### config.mk
export PLATFORM = sky130hd
export DESIGN_NAME = wifi_tx_symbol_mapper
export DESIGN_NICKNAME = d
export VERILOG_FILES = /design/src/rtl/wifi_tx_symbol_mapper.sv
export SDC_FILE = /design/constraint.sdc
export NUM_CORES = 1
export LEC_CHECK = 0
export CORE_MARGIN = 4
export CORE_UTILIZATION = 50
export DETAILED_ROUTE_END_ITERATION = 8
export PLACE_DENSITY = 0.78
export SLEW_MARGIN = 20
export SYNTH_ARGS = -nofsm -noshare
export SYNTH_HDL_FRONTEND = slang
export SYNTH_SLANG_ARGS = --single-unit
### constraint.sdc
create_clock -name clk -period 5.9 [get_ports clk]
set_clock_uncertainty 0.15 [all_clocks]
set_input_delay 1.18 -clock clk [delete_from_list [all_inputs] [get_ports clk]]
set_output_delay 1.18 -clock clk [all_outputs]
set_load 0.03 [all_outputs]
### src/rtl/wifi_tx_symbol_mapper.sv
// Maps the interleaver's serial bit stream to BPSK (SIGNAL symbol) and Gray-coded QPSK points,
// one registered I/Q point per subcarrier with symbol framing.
module wifi_tx_symbol_mapper #(
    parameter int NSD      = 48,
    parameter int SIG_BITS = 48,
    parameter int IQ_W     = 8,
    parameter int AMP_BPSK = 127,
    parameter int AMP_QPSK = 91
) (
    input  logic                   clk,
    input  logic                   reset,
    input  logic                   enable,
    input  logic                   valid_in,
    input  logic                   data_in,
    input  logic                   finished_in,
    output logic                   valid_out,
    output logic signed [IQ_W-1:0] i_out,
    output logic signed [IQ_W-1:0] q_out,
    output logic [5:0]             sc_index,
    output logic                   sym_start,
    output logic                   sym_end,
    output logic                   signal_sym,
    output logic [15:0]            sym_count,
    output logic                   frame_err
);

    localparam int BitW = $clog2(SIG_BITS + 1);
    localparam logic signed [IQ_W-1:0] BpskP = IQ_W'(AMP_BPSK);
    localparam logic signed [IQ_W-1:0] BpskN = IQ_W'(-AMP_BPSK);
    localparam logic signed [IQ_W-1:0] QpskP = IQ_W'(AMP_QPSK);
    localparam logic signed [IQ_W-1:0] QpskN = IQ_W'(-AMP_QPSK);

    typedef enum logic [1:0] {StIdle, StSig, StData} state_e;

    state_e                 state_q, state_d;
    logic [BitW-1:0]        bit_cnt_q, bit_cnt_d;
    logic                   half_q, half_d;
    logic                   first_q, first_d;
    logic [5:0]             sc_q, sc_d;
    logic                   first_sym_q, first_sym_d;
    logic                   valid_q, valid_d;
    logic signed [IQ_W-1:0] i_q, i_d, q_q, q_d;
    logic [5:0]             sc_idx_q, sc_idx_d;
    logic                   start_q, start_d, end_q, end_d;
    logic                   sig_q, sig_d;
    logic [15:0]            sym_cnt_q, sym_cnt_d;
    logic                   err_q, err_d;
    logic                   emit;
    logic signed [IQ_W-1:0] emit_i, emit_q;

    always_comb begin
        state_d     = state_q;
        bit_cnt_d   = bit_cnt_q;
        half_d      = half_q;
        first_d     = first_q;
        sc_d        = sc_q;
        first_sym_d = first_sym_q;
        valid_d     = 1'b0;
        i_d         = i_q;
        q_d         = q_q;
        sc_idx_d    = sc_idx_q;
        start_d     = 1'b0;
        end_d       = 1'b0;
        sig_d       = sig_q;
        sym_cnt_d   = sym_cnt_q;
        err_d       = err_q;
        emit        = 1'b0;
        emit_i      = '0;
        emit_q      = '0;

        if (enable) begin
            if (valid_in) begin
                // The first accepted bit opens a new frame and is itself SIGNAL bit 0.
                if (state_q == StIdle) begin
                    err_d       = 1'b0;
                    sym_cnt_d   = '0;
                    sc_d        = '0;
                    first_sym_d = 1'b1;
                    bit_cnt_d   = '0;
                    half_d      = 1'b0;
                end
                if (state_q != StData) begin
                    emit   = 1'b1;
                    emit_i = data_in ? BpskP : BpskN;
                    if (bit_cnt_d == BitW'(SIG_BITS - 1)) begin
                        state_d   = StData;
                        bit_cnt_d = '0;
                    end else begin
                        state_d   = StSig;
                        bit_cnt_d = bit_cnt_d + BitW'(1);
                    end
                end else if (!half_q) begin
                    half_d  = 1'b1;
                    first_d = data_in;
                end else begin
                    half_d = 1'b0;
                    emit   = 1'b1;
                    emit_i = first_q ? QpskP : QpskN;
                    emit_q = data_in ? QpskP : QpskN;
                end
            end else if (finished_in && (state_q != StIdle)) begin
                state_d   = StIdle;
                if (half_q || (sc_q != '0)) err_d = 1'b1;
                half_d    = 1'b0;
                sc_d      = '0;
                bit_cnt_d = '0;
            end
        end

        if (emit) begin
            valid_d  = 1'b1;
            i_d      = emit_i;
            q_d      = emit_q;
            sc_idx_d = sc_d;
            start_d  = (sc_d == '0);
            sig_d    = first_sym_d;
            if (sc_d == 6'(NSD - 1)) begin
                end_d       = 1'b1;
                sym_cnt_d   = sym_cnt_d + 16'd1;
                sc_d        = '0;
                first_sym_d = 1'b0;
            end else begin
                sc_d = sc_d + 6'd1;
            end
        end
    end

    always_ff @(posedge clk) begin
        if (reset) begin
            state_q     <= StIdle;
            bit_cnt_q   <= '0;
            half_q      <= 1'b0;
            first_q     <= 1'b0;
            sc_q        <= '0;
            first_sym_q <= 1'b0;
            valid_q     <= 1'b0;
            i_q         <= '0;
            q_q         <= '0;
            sc_idx_q    <= '0;
            start_q     <= 1'b0;
            end_q       <= 1'b0;
            sig_q       <= 1'b0;
            sym_cnt_q   <= '0;
            err_q       <= 1'b0;
        end else begin
            state_q     <= state_d;
            bit_cnt_q   <= bit_cnt_d;
            half_q      <= half_d;
            first_q     <= first_d;
            sc_q        <= sc_d;
            first_sym_q <= first_sym_d;
            valid_q     <= valid_d;
            i_q         <= i_d;
            q_q         <= q_d;
            sc_idx_q    <= sc_idx_d;
            start_q     <= start_d;
            end_q       <= end_d;
            sig_q       <= sig_d;
            sym_cnt_q   <= sym_cnt_d;
            err_q       <= err_d;
        end
    end

    assign valid_out  = valid_q;
    assign i_out      = i_q;
    assign q_out      = q_q;
    assign sc_index   = sc_idx_q;
    assign sym_start  = start_q;
    assign sym_end    = end_q;
    assign signal_sym = sig_q;
    assign sym_count  = sym_cnt_q;
    assign frame_err  = err_q;

endmodule
* Word-level counts from Yosys, hierarchy flattened
Index checks and enable logic that the tools add are counted.
Storage, ports and cells: bits in registers 60
Cells by class: add/sub/neg operators 3, equality and inequality tests 6, muxes and demuxes 52, bitwise logic cells 3, reductions and logical operators 14
Operators by type and width (number):
- 8-bit two-way mux | 11
- 16-bit two-way mux | 5
- 6-bit two-way mux | 13
- 1-bit two-way mux | 19
- 16-bit by 1-bit adder with 16-bit output (second input constant) | 1
- 6-bit by 1-bit adder with 6-bit output (second input constant) | 2
- 6-bit equality test (second input constant) | 2
- 2-bit two-way mux | 4
- 4-bit AND reduction | 2
- 6-bit logical NOT | 1
- 3-bit AND reduction | 2
- 2-bit nonzero test | 3
- 6-bit nonzero test | 1
- 2-bit by 1-bit inequality test with 1-bit output (second input constant) | 2
- 3-bit inequality test (second input constant) | 1
- 1-bit NOT | 3
- 2-bit logical NOT | 1
- 2-bit inequality test (second input constant) | 1
- 2-bit AND reduction | 1
- 2-bit OR reduction | 1
- 1-bit logical AND | 1
- 1-bit logical OR | 1

* Logic depth before layout (Yosys ltp)
word-level depth 8, gate-level depth with buffers 12, gate-level depth less buffers 9

* Worst setup path after synthesis
Ideal clock, no wire load.
path kind input-to-reg, from input port valid_in, to register sym_cnt_q[12] (netlist: sym_count[12]), setup time 0.071 ns, arrival time 3.543 ns, path slack 2.136 ns, cell stages on the path 10, cells stage by stage buf_6 mux2i_1 o21ai_0 inv_1 ha_1 nand4_2 or4_4 buf_6 or4_1 a21oi_1
Between the ends: cells in the longest elaborated chain, start to end 5
Ends and longest elaborated chain:
- start: declaration | line 13 | input logic valid_in,
- 16-bit two-way mux / 6-bit two-way mux (equally long branches) | line 72 | if (valid_in) begin
- 16-bit two-way mux / 6-bit two-way mux (equally long branches) | line 71 | if (enable) begin
- 16-bit by 1-bit adder with 16-bit output / 6-bit equality test (equally long branches) | line 119, 117
- 16-bit two-way mux | line 117 | if (sc_d == 6'(NSD - 1)) begin
- 16-bit two-way mux * | line 110 | if (emit) begin
- end signal: assignment | line 159 | sym_cnt_q <= sym_cnt_d;
- end: declaration | line 46 | logic [15:0] sym_cnt_q, sym_cnt_d;
Mark *: on every way between the ends. The rest lies on a longest branch, timed or not. A chain may end at the register's enable or synchronous reset.

* Worst setup path after layout
from input port valid_in, to register sym_cnt_q[14] (netlist: sym_count[14])
Same word-level chain as after synthesis.

==> out/metrics.yaml <==
power:
  sw_frac_of_total_pct: 23.38
  leakage_nw: 1.031
  power_frac_seq_pct: 54.8
  p_switching_mw: 0.1512
  power.internal_mw: 0.4955
  power_mw: 0.6467
  powerDensity_nw_per_um2: 209.8
  pwr-share-comb_pct: 9.3
  ir_worst_vdd_v: 0.0001167
  pwr-share-clk_pct: 35.9
synth:
  ys_seq_area_share_pct: 40.10
  syn_avg_cell_area_um2: 8.431
  synth_area_leader_cell: "dfxtp_1"
  synth_area_leaders: "dfxtp_1 (40%), a21oi_1 (6.1%), o31ai_1 (3.2%)"
  synth_top_cell_area_share_pct: 40.10
  yosysMostFrequentCell: "dfxtp_1"
  yosys_warnings: 0
  synth.distinct_cells: 59
  synth-seq-cells: 51
  syn_area_um2: 2546
  synthTopCellsByCount: "dfxtp_1 (51), a21oi_1 (31), nand2_1 (21), nor2_1 (21), o21ai_0 (12)"
  yosys_most_used_dff: "dfxtp_1"
  syn_inst: 302
  synth_fp_nets: 312
  synthArstFlopShare_pct: 0
  synth_edf_count: 0
floorplanning:
  die_y_um: 79.36
  rows: 25
  start_util_pct: 52.86
  core_area_um2: 4817
  die_w_um: 79.36
  die-area_um2: 6298
  boundaryPins: 49
worst_setup_path:
  start_kind: "input port"
  critPathCaptureType: "flop"
  crit_required_ns: 5.99
  worstSetupPathType: "in2reg"
  cp_max_fo: 24
  arrival_ns: 4.49
cells_and_area:
  design_area_um2: 3082
  diodes: 0
  num-nets-final: 343
  area_growth_syn_to_layout_pct: 21.03
  layout-drive-gt1-share_pct: 5.706
clock_network:
  clkSinkCount: 51
  htreeDepth: 2
  ctsResizeCount: 0
  clock_latency_ns: 0.30
  clock_path_buffers: 2
  ctsHoldBuffers: 0
  cts-root-buf: "clkbuf_8"
  cts_tree: "done"
  clkTransAtPathRegs_ns: 0.09
  numCtsBuffers: 5
  post_cts_buffers: 0
place:
  port_buffers: 48
  hpwlAfterDp_um: 4050
  pre_cts_ws_ns: 1.182
  placed_area_um2: 2979
  place_congestion: 0.8742
global_route:
  grt_max_degree: 39
  antenna_found_initial: 0
  overflow: 0
  grt_pass1_vias: 2099
  grt_util_all_layers_pct: 18.79
  grt_pass1_wl_um: 9604
sta:
  rsz0062_at_grt: "false"
  setup_ws_ns: 1.499
  hold_slack_ns: 0.3034
  fin_crit_ns: 4.401
  slew_violations: 0
  finalCritPeriodShare_pct: 74.59
  slew_headroom_pct: 38.49
  fmax_mhz: 227.2
  tightest_slew_ns: 0.9150
  setup-tns-final_ns: 0
  hold_viol: 0
  finalSetupViolCount: 0
detailed_routing:
  wl_per_cell_um: 14.17
  drtPass1Iterations: 4
  ant_nets: 0
  drt_wl_total_um: 5667
  vias_per_cell: 5.798
  drt_iter0_drc: 134
  drc: 0
  vias: 2319
flow_run:
  cap_violations: 0
min_path:
  hp-class: "reg2reg"
status:
  status: "finished, final reports clean"
[layer usage]
metal	GRT usage, %	wire (µm)
met5	0	0
met4	6.701	59
met3	3.855	248
met2	32.41	2823
met1	23.10	2536
[cells in the final DEF (no fill, tap or decap), types with 7 or more instances in the layout]
cell,synthesis,routed
a21oi_1,31,31
clkdlybuf4s50_1,0,48
dfxtp_1,51,51
inv_1,8,8
mux2i_1,7,7
nand2_1,21,21
nand3_1,10,10
nor2_1,21,21
nor3_1,11,11
o21ai_0,12,12
o31ai_1,11,11
or4_1,8,8
[power groups by stage]
stage          registers, mW  logic, mW  clock network, mW
3_5_place_dp           0.362     0.0604                  0
2_1_floorplan          0.367     0.0370                  0
3_3_place_gp           0.362     0.0602                  0
5_1_grt                0.355     0.0657              0.252
4_1_cts                0.354     0.0606              0.238
6_report               0.354     0.0604              0.232
[critical path, cell delays in order]
cell	delay, ns
clkdlybuf4s50_1	0.70
mux2i_1	0.51
o21ai_0	0.27
inv_1	0.10
ha_1	0.22
nand4_2	0.15
or4_4	0.65
or4_1	0.55
a21oi_1	0.14
[sequential cells by signal (all words and copies together), names as in the netlist, 2 cells and up]
signal     cells
bit_cnt_q      6
i_out          4
q_out          3
sc_index       6
sc_q           6
state_q        2
sym_count     16
[path summary, 6_finish.rpt]
kind	from	depth (start not counted)	slack, ns	end
setup / recovery	valid_in	9	1.50	sym_count[14]$_SDFF_PP0_
hold / removal	sc_index[4]$_SDFFE_PP0P_	2	0.30	sc_index[4]$_SDFFE_PP0P_
setup reg to reg	state_q[0]$_SDFFE_PP0P_	9	2.22	sym_count[14]$_SDFF_PP0_
hold reg to reg	sc_index[4]$_SDFFE_PP0P_	2	0.30	sc_index[4]$_SDFFE_PP0P_
[area by class of cell]
class	instances	area [µm²]
clock inverter	1	30.03
inverter	9	33.78
tap	67	83.83
fill	446	1735
clock buffer	6	72.57
multi-input combinational	215	1338
timing repair buffer	51	503.0
sequential	51	1021
[kinds of logic (layout without fill, tap and decap cells)]
kind of cell,count (synthesis),count (layout),synth area share (%)
xor+xnor,3,3,1.032
compound gates,85,85,21.13
simple gates,115,115,25.21
buf+inv,36,67,7.371
flops,51,51,40.10
fa+ha+maj,4,4,1.966
mux,8,8,3.194
[per-stage QoR]
stage	utilization, %	std cells
global route	63.97	400
global placement	61.84	393
CTS	63.97	400
floorplan	-	302
finish	63.97	400
detailed placement	61.84	393
Power figures use the tool's default switching activity.
